File: src/rtl/spi_cfg_pkg.sv
// Shared constants and FSM state type for the SPI configuration register file.
package spi_cfg_pkg;

    localparam int CMD_W  = 8;
    localparam int ADDR_W = 7;

    typedef enum logic [1:0] {
        IDLE   = 2'd0,
        CMD    = 2'd1,
        DATA   = 2'd2,
        COMMIT = 2'd3
    } state_t;

    // Register map of the SDR config path
    localparam int PHASE_INC = 0;
    localparam int GAIN      = 1;
    localparam int MODE      = 2;
    localparam int SPARE     = 3;

endpackage

File: src/rtl/spi_pin_sync.sv
// Three-flop synchroniser for one slow SPI pin; gives the synchronised level
// (after two flops) and single-cycle rise/fall pulses from the third flop.
module spi_pin_sync #(
    parameter logic RST_VAL = 1'b0
) (
    input  logic CLK,
    input  logic RSTb,
    input  logic pin,
    output logic level,
    output logic rise,
    output logic fall
);

    logic [2:0] sync_r;

    // Shift the raw pin through the synchroniser chain
    always_ff @(posedge CLK) begin
        if (!RSTb) begin
            sync_r <= {3{RST_VAL}};
        end else begin
            sync_r <= {sync_r[1:0], pin};
        end
    end

    assign level = sync_r[1];
    assign rise  = sync_r[1] & ~sync_r[2];
    assign fall  = ~sync_r[1] & sync_r[2];

endmodule

File: src/rtl/spi_cfg_regfile.sv
// SPI slave register file: 8-bit {rw, addr} command then DATA_W data bits.
// Optional MISO readback is enabled by defining SPI_CFG_READBACK_EN.
module spi_cfg_regfile
    import spi_cfg_pkg::*;
#(
    parameter int                           DATA_W    = 24,
    parameter int                           NUM_REGS  = 4,
    parameter logic [NUM_REGS*DATA_W-1:0]   RESET_VAL = {(NUM_REGS*DATA_W){1'b0}}
) (
    input  logic                         CLK,
    input  logic                         RSTb,
    input  logic                         SCK,
    input  logic                         CS,
    input  logic                         MOSI,
    output logic                         MISO,
    output logic [NUM_REGS*DATA_W-1:0]   regs,
    output logic [NUM_REGS-1:0]          wr_stb,
    output logic                         frame_err
);

    localparam int CNT_W = $clog2(DATA_W + 2);

    logic              cs_lvl_s, cs_rise_s, cs_fall_s;
    logic              sck_lvl_s, sck_rise_s, sck_fall_s;
    logic              mosi_lvl_s, mosi_rise_s, mosi_fall_s;

    state_t            state_r;
    logic [DATA_W-1:0] shift_r;
    logic [CNT_W-1:0]  cnt_r;
    logic              rw_r;
    logic [ADDR_W-1:0] addr_r;
    logic [DATA_W-1:0] regs_r [NUM_REGS];
    logic [NUM_REGS-1:0] wr_stb_r;
    logic              frame_err_r;

    logic              cmd_done_s;
    logic              cmd_rw_s;
    logic [ADDR_W-1:0] cmd_addr_s;
    logic              in_range_s;

    spi_pin_sync #(.RST_VAL(1'b1)) u_sync_cs (
        .CLK(CLK), .RSTb(RSTb), .pin(CS),
        .level(cs_lvl_s), .rise(cs_rise_s), .fall(cs_fall_s)
    );

    spi_pin_sync #(.RST_VAL(1'b0)) u_sync_sck (
        .CLK(CLK), .RSTb(RSTb), .pin(SCK),
        .level(sck_lvl_s), .rise(sck_rise_s), .fall(sck_fall_s)
    );

    spi_pin_sync #(.RST_VAL(1'b0)) u_sync_mosi (
        .CLK(CLK), .RSTb(RSTb), .pin(MOSI),
        .level(mosi_lvl_s), .rise(mosi_rise_s), .fall(mosi_fall_s)
    );

    // The eighth command bit is still on the MOSI sync output when the command completes
    assign cmd_rw_s   = shift_r[CMD_W-2];
    assign cmd_addr_s = {shift_r[ADDR_W-2:0], mosi_lvl_s};
    assign cmd_done_s = (state_r == CMD) && !cs_rise_s && sck_rise_s
                        && (cnt_r == CNT_W'(CMD_W - 1));
    assign in_range_s = ({1'b0, addr_r} < 8'(NUM_REGS));

    // Frame FSM, shift register and register storage
    always_ff @(posedge CLK) begin
        if (!RSTb) begin
            state_r     <= IDLE;
            shift_r     <= {DATA_W{1'b0}};
            cnt_r       <= {CNT_W{1'b0}};
            rw_r        <= 1'b0;
            addr_r      <= {ADDR_W{1'b0}};
            wr_stb_r    <= {NUM_REGS{1'b0}};
            frame_err_r <= 1'b0;
            for (int i = 0; i < NUM_REGS; i++) begin
                regs_r[i] <= RESET_VAL[i*DATA_W +: DATA_W];
            end
        end else begin
            wr_stb_r    <= {NUM_REGS{1'b0}};
            frame_err_r <= 1'b0;
            case (state_r)
                IDLE: begin
                    if (cs_fall_s) begin
                        state_r <= CMD;
                        shift_r <= {DATA_W{1'b0}};
                        cnt_r   <= {CNT_W{1'b0}};
                    end
                end
                CMD: begin
                    if (cs_rise_s) begin
                        state_r     <= IDLE;
                        frame_err_r <= 1'b1;
                    end else if (cmd_done_s) begin
                        rw_r    <= cmd_rw_s;
                        addr_r  <= cmd_addr_s;
                        shift_r <= {DATA_W{1'b0}};
                        cnt_r   <= {CNT_W{1'b0}};
                        state_r <= DATA;
                    end else if (sck_rise_s) begin
                        shift_r <= {shift_r[DATA_W-2:0], mosi_lvl_s};
                        cnt_r   <= cnt_r + CNT_W'(1);
                    end
                end
                DATA: begin
                    if (cs_rise_s) begin
                        if (cnt_r == CNT_W'(DATA_W)) begin
                            state_r <= COMMIT;
                        end else begin
                            state_r     <= IDLE;
                            frame_err_r <= 1'b1;
                        end
                    end else if (sck_rise_s) begin
                        shift_r <= {shift_r[DATA_W-2:0], mosi_lvl_s};
                        if (cnt_r != CNT_W'(DATA_W + 1)) begin
                            cnt_r <= cnt_r + CNT_W'(1);
                        end
                    end
                end
                COMMIT: begin
                    state_r <= IDLE;
                    if (!in_range_s) begin
                        frame_err_r <= 1'b1;
                    end else if (!rw_r) begin
                        for (int i = 0; i < NUM_REGS; i++) begin
                            if (addr_r == ADDR_W'(i)) begin
                                regs_r[i]   <= shift_r;
                                wr_stb_r[i] <= 1'b1;
                            end
                        end
                    end
                end
                default: begin
                    state_r <= IDLE;
                end
            endcase
        end
    end

    for (genvar g = 0; g < NUM_REGS; g++) begin : g_regs_out
        assign regs[g*DATA_W +: DATA_W] = regs_r[g];
    end

    assign wr_stb    = wr_stb_r;
    assign frame_err = frame_err_r;

`ifdef SPI_CFG_READBACK_EN
    logic [DATA_W-1:0] rd_word_s;
    logic [DATA_W-1:0] miso_sh_r;
    logic              miso_r;

    // Select the addressed register for readback; out-of-range reads as zero
    always_comb begin
        rd_word_s = {DATA_W{1'b0}};
        for (int i = 0; i < NUM_REGS; i++) begin
            if (cmd_addr_s == ADDR_W'(i)) begin
                rd_word_s = regs_r[i];
            end else begin
                rd_word_s = rd_word_s;
            end
        end
    end

    // MISO shifter; the first SCK fall after the command keeps the preloaded MSB
    always_ff @(posedge CLK) begin
        if (!RSTb) begin
            miso_r    <= 1'b0;
            miso_sh_r <= {DATA_W{1'b0}};
        end else if (cmd_done_s && cmd_rw_s) begin
            miso_r    <= rd_word_s[DATA_W-1];
            miso_sh_r <= {rd_word_s[DATA_W-2:0], 1'b0};
        end else if ((state_r == DATA) && rw_r && !cs_lvl_s && sck_fall_s
                     && (cnt_r != {CNT_W{1'b0}})) begin
            miso_r    <= miso_sh_r[DATA_W-1];
            miso_sh_r <= {miso_sh_r[DATA_W-2:0], 1'b0};
        end else if ((state_r != DATA) || cs_lvl_s) begin
            miso_r <= 1'b0;
        end
    end

    assign MISO = miso_r;
`else
    assign MISO = 1'b0;
`endif

endmodule

File: config.mk
export PLATFORM = sky130hd
export DESIGN_NAME = spi_cfg_regfile
export DESIGN_NICKNAME = d
export VERILOG_FILES = /design/src/rtl/spi_cfg_pkg.sv /design/src/rtl/spi_pin_sync.sv /design/src/rtl/spi_cfg_regfile.sv
export SDC_FILE = /design/constraint.sdc
export NUM_CORES = 1
export LEC_CHECK = 0
export CORE_MARGIN = 2
export CORE_UTILIZATION = 47
export DETAILED_ROUTE_END_ITERATION = 7
export PLACE_DENSITY = 0.75
export SETUP_SLACK_MARGIN = 0.15
export SLEW_MARGIN = 20
export SYNTH_ARGS = -nofsm -noshare
export SYNTH_HDL_FRONTEND = slang
export SYNTH_SLANG_ARGS = --single-unit
export TNS_END_PERCENT = 1
File: constraint.sdc
create_clock -name CLK -period 4.5 [get_ports CLK]
set_input_delay 0.9 -clock CLK [delete_from_list [all_inputs] [get_ports CLK]]
set_output_delay 0.9 -clock CLK [all_outputs]
set_load 0.01 [all_outputs]
==> flow_summary.yaml <==
run_status:
  status: "completed"
placed_design:
  dp.cells: 684
  io_buffers: 105
  placedInstanceArea_mm2: 0.00688
  dp_hpwl_mm: 7.95
  gp_congestion: 0.790
synth:
  netlist_area_mm2: 0.00568
  synth_edf_count: 96
  async_flop_share: 0
  synth.distinct_cells: 42
  synth_seq_cells: 148
  ys_warn_count: 0
  synthCells: 446
  synth_top_cell_by_area: "edfxtp_1"
  ys.flop_type: "edfxtp_1"
  synth_nets: 460
  synth_top_area_frac: 0.507
  yosysSeqAreaShare: 0.690
  syn_area_per_cell_um2: 12.7
  synth_area_leaders: "edfxtp_1 (51%), dfxtp_1 (18%), and2_1 (11%), nand2_1 (4.2%), a21oi_1 (2.4%)"
setup_path:
  worstRegToRegCells: 6
  critical_path_buf_inv_count: 0
  critPathMaxStageDelay_ns: 0.79
  crit_fanout: 24
  crit_type: "register to register"
  timing.reg2reg.setup_slack_ns: 1.71
  arrival_ns: 3.03
  required_ns: 4.75
  cp_slowest_cell: "or4b_1"
  worst_setup_path_start_kind: "register"
  setup.worst_path.start: "cnt_r[0]"
  cp_cell_sequence: "ha_1 > nand4bb_1 > or4b_1 > o21ba_4 > o21ai_4 > a21oi_1"
  reg2reg_from: "cnt_r[0]"
  r2r-end: "shift_r[12]"
  cpLargestDelayFamily: "compound AO/OA/AOI/OAI gates"
  end_kind: "register"
timing:
  finalSetupTns_ns: 0
  slew_headroom: 0.364
  worst_pin_slew_ns: 0.952
  slew_violations: 0
  finalCriticalPeriod_ns: 2.79
  hold_violations: 0
  max_clock_freq_mhz: 359
  setup_violations: 0
  skew_ns: 0.0101
  min_period_over_period: 0.619
  grt_setup_unrepaired: "false"
finish:
  post-route-cell-area_mm2: 0.00749
  seq_area_mm2: 0.00392
  syn_to_final_growth_pct: 31.7
  multi_input_area_mm2: 0.00164
  stdcell_count: 716
  antenna_cells: 0
  drive_above_1_share: 0.0826
  n_fill_cell: 892
  layout.nets: 570
routing:
  vias: 3692
  finalWirelength_mm: 12.2
  drtAntennaViolNets: 0
  wl_per_cell_um: 17.0
  route.detailed.drc: 0
  dr.pass1.iters: 4
  viasPerCell: 5.16
  drt-initial-drc-count: 234
clocking:
  clockBufferDepth: 2
  numCtsBuffers: 17
  cts_resized: 0
  cts-root-buf: "clkbuf_16"
  cts.sink_count: 148
  postCtsSetupBuffers: 0
  holdBufCountCts: 0
  cts_tree: "done"
  cts_htree_levels: 4
  clock_latency_ns: 0.41
  clk_pin_slew_worst_paths_ns: 0.06
power:
  swShare: 0.204
  p_per_area_mw_per_mm2: 423
  power.internal_uw: 2520
  peakVddDrop_mv: 0.236
  leakage_uw: 0.00272
  p_seq_frac: 0.475
  power_frac_comb: 0.066
  clockPowerShare: 0.459
  switchingPower_uw: 646
floorplan:
  core_mm2: 0.0119
  die_area_mm2: 0.0130
  row_count: 40
  ios: 107
  initial_core_util: 0.477
  die_h_um: 114
  die_w_um: 114
worst_hold_path:
  holdPathEnd: "u_sync_cs.sync_r[1]"
  hp-start: "u_sync_cs.sync_r[0]"
  whs_path_depth: 1
  hp-class: "register to register"
global_routing:
  antenna_found_initial: 0
  grt_pass1_vias: 3794
  grt_pass1_wl_mm: 19.5
  grt_usage: 0.197
  grt_overflow: 0
  grt_max_degree: 26
run:
  max_cap_viol_count: 0
area by class of cell:
class	instances	share of cell area
clock inverter	10	0.0209
sequential	148	0.524
clock buffer	22	0.0607
multi-input combinational	271	0.220
tap	147	0.0246
timing repair buffer	112	0.147
inverter	6	0.00301
flip-flops by register name, summed over array words and instances, names as in the netlist:
register            flops
cnt_r                   5
regs_r                 96
rw_r                    1
u_sync_sck.sync_r       3
shift_r                24
wr_stb                  4
u_sync_cs.sync_r        3
u_sync_mosi.sync_r      2
frame_err               1
addr_r                  7
state_r                 2
routing by layer:
| layer | global-route usage | wire length, um |
|---|---|---|
| met1 | 0.236 | 4960 |
| met2 | 0.342 | 6380 |
| met3 | 0.0521 | 638 |
| met4 | 0.0772 | 201 |
| met5 | 0 | 0 |
synth_stat cells (4+ instances only):
master and count:
a21oi_1 27, and2_1 102, buf_2 7, clkbuf_1 10
dfxtp_1 52, edfxtp_1 96, ha_1 9, inv_1 6
mux2i_1 8, nand2_1 63, nand2b_1 8, nand3_1 5
nor2_1 10, nor2b_1 4, o21ai_0 5
cell families after synthesis:
logic type | synth area share
flip-flops | 0.690
AO/OA/AOI/OAI | 0.0524
buffers and inverters | 0.0240
AND/OR/NAND/NOR | 0.199
other | 0.000660
adder cells (fa/ha/maj) | 0.0198
multiplexers | 0.0141
power by group through the flow:
| stage | sequential [uW] | combinational (uW) | clock [uW] |
|---|---|---|---|
| after floorplan | 1550 | 83.0 | 0 |
| after global placement | 1530 | 203 | 0 |
| after detailed placement | 1530 | 210 | 0 |
| after CTS | 1510 | 210 | 1470 |
| after global routing | 1510 | 223 | 1530 |
| final | 1510 | 208 | 1450 |
worst max path at each step:
| stage | slack, ns | cells after the start | to |
|---|---|---|---|
| finish | 1.71 | 6 | shift_r[12] |
| global route | 1.53 | 7 | shift_r[1] |
| CTS | 1.74 | 6 | shift_r[12] |
| detailed placement | 1.40 | 6 | regs_r[0][11] |
| global placement | 1.48 | 6 | regs_r[0][20] |
| floorplan | 1.21 | 4 | regs_r[0][0] |
metrics by stage:
stage	setup WS [ns]	utilization	hold WS, ns	total power [uW]
finish	1.71	0.629	0.414	3170
global route	1.53	0.629	0.443	3270
CTS	1.74	0.629	0.415	3190
detailed placement	1.40	0.577	0.402	1740
global placement	1.48	0.577	0.391	1740
floorplan	1.21	-	0.386	1640
cell usage in the layout, fill, tap and decap left out, drive strengths merged, types with 2 or more instances in the layout:
master           n
ha               9
mux2i            8
nor2b            4
nand2           63
edfxtp          96
nor3             5
clkinv           4
clkinvlp         2
inv              6
clkbuf          22
and2           102
clkdlybuf4s50  105
dfxtp           52
nand2b           8
nand3            5
buf              7
o221ai           2
bufinv           4
a21oi           27
nand4            2
nor2            10
o21ai            6
worst reg2reg max path, delay by kind of cell (launching register included):
| family | cells | cell delay, ns |
|---|---|---|
| compound gates | 3 | 1.03 |
| fa+ha+maj | 1 | 0.24 |
| flops | 1 | 0.40 |
| simple gates | 2 | 0.94 |
(Power assumes the default switching activity.)
